--- src/rtl/bs_adder_pkg.sv ---
// Shared ALU definitions for the bit-serial adder: FSM state encoding and op codes.
package bs_adder_pkg;

    typedef enum logic [1:0] {
        IDLE = 2'd0,
        RUN  = 2'd1,
        DONE = 2'd2
    } state_t;

    localparam logic OP_ADD = 1'b0;
    localparam logic OP_SUB = 1'b1;

endpackage

--- src/rtl/fa_1bit.sv ---
// Combinational 1-bit full-adder cell; the only arithmetic element of the serial adder.
module fa_1bit (
    input  logic a,
    input  logic b,
    input  logic cin,
    output logic sum,
    output logic cout
);

    assign sum  = a ^ b ^ cin;
    assign cout = (a & b) | (cin & (a ^ b));

endmodule

--- src/rtl/bs_adder.sv ---
// Bit-serial LSB-first adder with start/busy/done handshake and sum/cout/ovf/zero flags.
// Optional subtract support (op port) is enabled by defining BS_ADDER_SUB_EN.
module bs_adder
    import bs_adder_pkg::*;
#(
    parameter  int WIDTH = 32,
    localparam int CNT_W = $clog2(WIDTH + 1)
) (
    input  logic             clk,
    input  logic             rst,
    input  logic             start,
    input  logic [WIDTH-1:0] a,
    input  logic [WIDTH-1:0] b,
    input  logic             cin,
`ifdef BS_ADDER_SUB_EN
    input  logic             op,
`endif
    output logic             busy,
    output logic             done,
    output logic [WIDTH-1:0] sum,
    output logic             cout,
    output logic             ovf,
    output logic             zero
);

`ifndef BS_ADDER_SUB_EN
    localparam logic op = OP_ADD;
`endif

    state_t             state;
    logic [WIDTH-1:0]   a_sr;
    logic [WIDTH-1:0]   b_sr;
    logic [WIDTH-1:0]   s_sr;
    logic               c;
    logic [CNT_W-1:0]   cnt;
    logic               sub_sel;
    logic               fa_sum;
    logic               fa_cout;
    logic [WIDTH-1:0]   s_next;

    // Subtraction reuses the adder as a + ~b + ~cin = a - b - cin.
    assign sub_sel = (op == OP_SUB);
    assign s_next  = {fa_sum, s_sr[WIDTH-1:1]};

    fa_1bit u_fa (
        .a    (a_sr[0]),
        .b    (b_sr[0]),
        .cin  (c),
        .sum  (fa_sum),
        .cout (fa_cout)
    );

    // NOTE: all state here is updated with non-blocking assignments so every register
    // samples pre-edge values; blocking would let the shift chain ripple within one edge.
    always_ff @(posedge clk) begin
        if (rst) begin
            state <= IDLE;
            a_sr  <= '0;
            b_sr  <= '0;
            s_sr  <= '0;
            c     <= 1'b0;
            cnt   <= '0;
            busy  <= 1'b0;
            done  <= 1'b0;
            sum   <= '0;
            cout  <= 1'b0;
            ovf   <= 1'b0;
            zero  <= 1'b0;
        end else begin
            done <= 1'b0;
            unique case (state)
                IDLE: begin
                    if (start) begin
                        a_sr  <= a;
                        b_sr  <= sub_sel ? ~b : b;
                        c     <= cin ^ sub_sel;
                        cnt   <= '0;
                        busy  <= 1'b1;
                        state <= RUN;
                    end
                end
                RUN: begin
                    a_sr <= a_sr >> 1;
                    b_sr <= b_sr >> 1;
                    s_sr <= s_next;
                    c    <= fa_cout;
                    cnt  <= cnt + 1'b1;
                    // Last bit: c is the carry into the MSB, so results and done land with DONE.
                    if (cnt == CNT_W'(WIDTH - 1)) begin
                        sum   <= s_next;
                        cout  <= fa_cout;
                        ovf   <= fa_cout ^ c;
                        zero  <= (s_next == '0);
                        done  <= 1'b1;
                        state <= DONE;
                    end
                end
                DONE: begin
                    busy  <= 1'b0;
                    state <= IDLE;
                end
                default: begin
                    busy  <= 1'b0;
                    state <= IDLE;
                end
            endcase
        end
    end

endmodule

--- config.mk ---
export PLATFORM = sky130hd
export DESIGN_NAME = bs_adder
export DESIGN_NICKNAME = d
export VERILOG_FILES = /design/src/rtl/bs_adder_pkg.sv /design/src/rtl/fa_1bit.sv /design/src/rtl/bs_adder.sv
export SDC_FILE = /design/constraint.sdc
export NUM_CORES = 1
export LEC_CHECK = 0
export ABC_CLOCK_PERIOD_IN_PS = 2500
export BUFFER_PORTS_ARGS = -buffer_cell sky130_fd_sc_hd__buf_2
export CAP_MARGIN = 20
export CORE_MARGIN = 5
export CORE_UTILIZATION = 59
export CTS_BUF_LIST = sky130_fd_sc_hd__clkbuf_8
export DETAILED_ROUTE_END_ITERATION = 12
export GPL_TIMING_DRIVEN = 0
export PLACE_DENSITY_LB_ADDON = 0.15
export SKIP_CTS_REPAIR_TIMING = 1
export SLEW_MARGIN = 20
export SYNTH_ARGS = -nofsm -noshare
export SYNTH_HDL_FRONTEND = slang
export SYNTH_HIERARCHICAL = 1
export SYNTH_SLANG_ARGS = --single-unit
--- constraint.sdc ---
create_clock -name clk -period 2.5 [get_ports clk]
set_input_delay 0.25 -clock clk [delete_from_list [all_inputs] [get_ports clk]]
set_output_delay 0.25 -clock clk [all_outputs]
set_load 0.05 [all_outputs]
* Word-level counts from Yosys, hierarchy flattened *
Index checks and enable logic that the tools add are counted.

cells by class
  mux-type cells = 14
  divide/modulo/power cells = 0
  reduce and logical (&&, ||, !) cells = 8
  add/sub/neg operators = 1
  equality and inequality tests = 4
  $mul = 0
  bitwise logic cells = 7
  magnitude comparators = 0
  shifts and indexed selects = 0

operators by type and width
  operator             number
  $pmux 32 s2          2
  $mux 32              2
  $logic_not 32->1     1
  $pmux 6 s2           1
  $reduce_and 2->1     4
  $add 6x1->6 const B  1
  $eq 6x5->1 const B   1
  $mux 6               1
  $mux 2               2
  $ne 2x2->1 const B   2
  $pmux 1 s2           2
  $pmux 2 s2           1
  $mux 1               3
  $xor 1x1->1          3
  $and 1x1->1          2
  $eq 2x1->1 const B   1
  $logic_not 2->1      1
  $reduce_bool 2->1    1
  $reduce_or 2->1      1
  $not 1->1            1
  $or 1x1->1           1

storage, ports and cells
  register bits = 142
  bits of input ports = 68
  ROM bits = 0
  bits in latches = 0
  word-level logic and storage cells = 46
  memory bits (writable) = 0
  output and inout bits = 37
  memories = 0

* Longest topological paths before layout *
  depth after elaboration = 4
  depth in mapped cells = 7

* Cells and area by module *
The synthesis kept the hierarchy.

by module, submodules not included
  module    cells an instance  times used  sequential area each (sq um)  area each (sq um)
  bs_adder  699                1           2822.7                        5293.8
  fa_1bit   1                  1           0.0                           20.0

* Worst setup path after synthesis *
Ideal clock, no wire load.

  path kind = register -> register
  start point = register a_sr[0]
  end point = register zero
  stages on the path, launching flop included = 6
  data arrival time = 1.620 ns
  path slack = 0.813 ns
  setup time = 0.067 ns
  period minus slack after synthesis = 1.687 ns
  required time = 2.433 ns
  cells stage by stage = dfxtp_1 fa_1 nor4_1 nand4_1 or3_1 a21oi_2

on the way
  longest elaborated chain between the ends = 3

ends and longest elaborated chain
  item                       line            RTL
  start: declaration         bs_adder.sv:31  logic [WIDTH-1:0] a_sr;
  start signal: assignment   bs_adder.sv:83  a_sr <= a_sr >> 1;
  $xor 1x1->1 (2 in series)  fa_1bit.sv:10   assign sum = a ^ b ^ cin;
  via fa_sum                 bs_adder.sv:37  logic fa_sum;
  $logic_not 32->1           bs_adder.sv:93  zero <= (s_next == '0);
  end signal: assignment     bs_adder.sv:93
  end: declaration           bs_adder.sv:23  output logic zero

The timed path passes the listed nets, and every way through them passes these cells.
A chain may end at the register's enable or synchronous reset.

* Worst setup path in the final report *
Ends and elaborated chain as after synthesis.

==> results.sh <==
export IMPL_status="complete, no violations"
export IMPL_drc_errors=0
export IMPL_maxSlewHeadroom_pct=61.2
export IMPL_maxCapViolCount=0
export IMPL_gp_congestion=0.809
export IMPL_critPathKind="reg2reg"
export IMPL_whs_path_depth=3
export IMPL_cts_root_buf="clkbuf_8"
export IMPL_drt_iter0_drc=275
export IMPL_required_ps=2850
export IMPL_final_cells=943
export IMPL_yosysTopAreaCell="dfxtp_1"
export IMPL_start_kind="flip-flop"
export IMPL_fin_area_um2=6370
export IMPL_clock_latency_ps=430
export IMPL_synthMuxAreaShare_pct=0.636
export IMPL_wire_per_inst_um=13.3
export IMPL_fin_ws_ps=450
export IMPL_end_kind="flip-flop"
export IMPL_avgViaCountPerCell=5.33
export IMPL_cp_arrival_ps=2400
export IMPL_r2r_end="zero$_SDFFE_PP0P_"
export IMPL_first_pass_iters=5
export IMPL_fin_util_pct=72.6
export IMPL_dp_hpwl_mm=9.01
export IMPL_core_area_um2=8760
export IMPL_setup_violations=0
export IMPL_ant_nets=0
export IMPL_fin_crit_ps=2050
export IMPL_ff2ff_setup_slack_ps=450
export IMPL_place_ws_ps=461
export IMPL_synth_simple_gate_area_share_pct=34.1
export IMPL_synth_area_leaders="dfxtp_1 (53%), nor2_1 (14%), nand2_1 (9.7%)"
export IMPL_startpoint="a_sr[0]$_SDFFE_PP0P_"
export IMPL_grt_start_max_net_pins=17
export IMPL_tightest_slew_ps=579
export IMPL_ys_warn_count=6
export IMPL_hold_path_end="b_sr[31]$_SDFFE_PP0P_"
export IMPL_clock_fmax_mhz=488
export IMPL_static_leakage_power_nw=2.65
export IMPL_globalRoute_totalOverflow=0
export IMPL_io_pins=105
export IMPL_path_clk_slew_ps=80
export IMPL_finClkSkew_ps=17.2
export IMPL_grt_pass1_vias=4789
export IMPL_synth_top_family_by_area="simple AND/OR/NAND/NOR gates"
export IMPL_synth_distinct_cells=29
export IMPL_synth_cells=700
export IMPL_fin_nets=892
export IMPL_die_w_um=105
export IMPL_synth_fp_nets=770
export IMPL_grtUsageTotal_pct=22.8
export IMPL_post_dp_cell_area_um2=5960
export IMPL_cp_max_fo=3
export IMPL_num_vias=5029
export IMPL_hold_viol_final=0
export IMPL_rows=34
export IMPL_grt_pass1_wl_mm=21.1
export IMPL_synth_xor_area_share_pct=0.165
export IMPL_slew_viol_final=0
export IMPL_fillCellCount=723
export IMPL_cts_buffers=17
export IMPL_wl_mm=12.5
export IMPL_htree_levels=4
export IMPL_finalPower_mw=4.68
export IMPL_power_density_nw_per_um2=735
export IMPL_fin_hold_ws_ps=85.7
export IMPL_cts_tree="built"
export IMPL_r2r_worst_path_cells=5
export IMPL_ys_seq_area_share_pct=53.1
export IMPL_vdd_drop_max_v=0.000379
export IMPL_netlist_area_leader_share_pct=53.1
export IMPL_cts_sinks=141
export IMPL_synthAdderAreaFrac_pct=0.612
export IMPL_rsz0062_at_grt="no"
export IMPL_drive_gt1_share_pct=17.2
export IMPL_dp_cells=911
export IMPL_r2r_start="a_sr[0]$_SDFFE_PP0P_"
export IMPL_ys_ff_latch=141
export IMPL_postSynthAreaPerCell_um2=7.59
export IMPL_syn_to_final_growth_pct=19.8
export IMPL_diodes=0
export IMPL_synthesis_area_um2=5310
export IMPL_start_util_pct=60.6
export IMPL_hp_start="b[31]"
export IMPL_synth_compound_area_share_pct=7.44
export IMPL_fp_dieArea_um2=11000
export IMPL_setup_tns_ps=0
export IMPL_post_route_period_util_pct=82.0
export IMPL_clock_path_buffers=2
export IMPL_io_buffers=103
export IMPL_hp_class="in2reg"
export IMPL_die_y_um=105
export IMPL_antenna_found_initial=0
==> kinds of logic after synthesis <==
| group | Yosys count |
|---|---|
| AOI/OAI and AO/OA | 76 |
| xor gates and xnor gates | 1 |
| muxes | 3 |
| buffers and inverters | 54 |
| and+or+nand+nor | 423 |
| adders and majority gates | 2 |
| DFF | 141 |
==> how the worst max path moves through the flow <==
stage / to / slack (ps) / cells past startpoint
after CTS: zero$_SDFFE_PP0P_ / 430 / 5
after detailed placement: zero$_SDFFE_PP0P_ / 460 / 5
after floorplan: zero$_SDFFE_PP0P_ / 810 / 5
after global placement: zero$_SDFFE_PP0P_ / 530 / 5
after global routing: sum[27]$_SDFFE_PP0P_ / 300 / 6
final: zero$_SDFFE_PP0P_ / 450 / 5
==> metal layers <==
layer	GRT usage [%]	routed length, um	vias to the layer above
li1	-	-	2561
met1	27.4	5390	2283
met2	39.3	6110	162
met3	6.47	838	23
met4	7.40	209	0
met5	0	0	-
==> where the power goes <==
group / leakage (nW) / internal, mW / total, mW / switching, mW
clock network: 0.206 / 0.945 / 1.81 / 0.866
logic: 1.29 / 0.168 / 0.451 / 0.283
registers: 1.15 / 2.36 / 2.42 / 0.0634
==> sequential cells by signal (all words and copies together) (netlist names) <==
name	cells
a_sr	32
b_sr	32
busy	1
c	1
cnt	6
cout	1
done	1
ovf	1
s_sr	31
state	2
sum	32
zero	1
==> cell usage after synthesis <==
| cell | n |
|---|---|
| mux2_2 | 3 |
| a311oi_1 | 1 |
| buf_2 | 4 |
| dfxtp_1 | 141 |
| ha_1 | 1 |
| and3_1 | 1 |
| nand2_1 | 137 |
| nand3_1 | 4 |
| nand2b_1 | 2 |
| o21ai_0 | 2 |
| nor2b_1 | 1 |
| clkbuf_1 | 43 |
| or3b_2 | 1 |
| o21ba_2 | 1 |
| a21oi_1 | 70 |
| or3_1 | 2 |
| nand4_1 | 3 |
| nor3b_1 | 1 |
| nor3_2 | 1 |
| fa_1 | 1 |
| xnor2_1 | 1 |
| a211oi_1 | 1 |
| nand3b_1 | 1 |
| nor2_1 | 197 |
| nor4_1 | 71 |
| inv_1 | 1 |
| nor3_1 | 1 |
| buf_1 | 6 |
| a21oi_2 | 1 |
==> worst max-delay path: stages, from the launching register on <==
cell	delay, ps
dfxtp_1	350
fa_1	550
nor4_1	390
nand4_1	200
or3_1	360
a21oi_2	130
==> area by class of cell <==
class | count | area [um2] | area share (%)
multi-input cells | 505 | 2280 | 35.9
well taps | 108 | 135 | 2.12
plain buffers | 53 | 204 | 3.20
repair buffers | 103 | 515 | 8.10
inverters | 1 | 3.75 | 0.0590
flip-flops and latches | 141 | 2820 | 44.3
clock buffers | 19 | 262 | 4.11
clock inverters | 13 | 140 | 2.20
==> placed cells by master, fill, tap and decap left out, drive strengths merged, types with 3 or more instances in the layout <==
master,Yosys,final
nand2,137,137
nand3,4,4
nor2,197,197
mux2,3,3
dfxtp,141,141
buf,10,113
inv,1,6
clkbuf,43,62
clkinv,0,4
nand4,3,3
nor4,71,71
a21oi,71,71
Power figures use the tool's default switching activity.
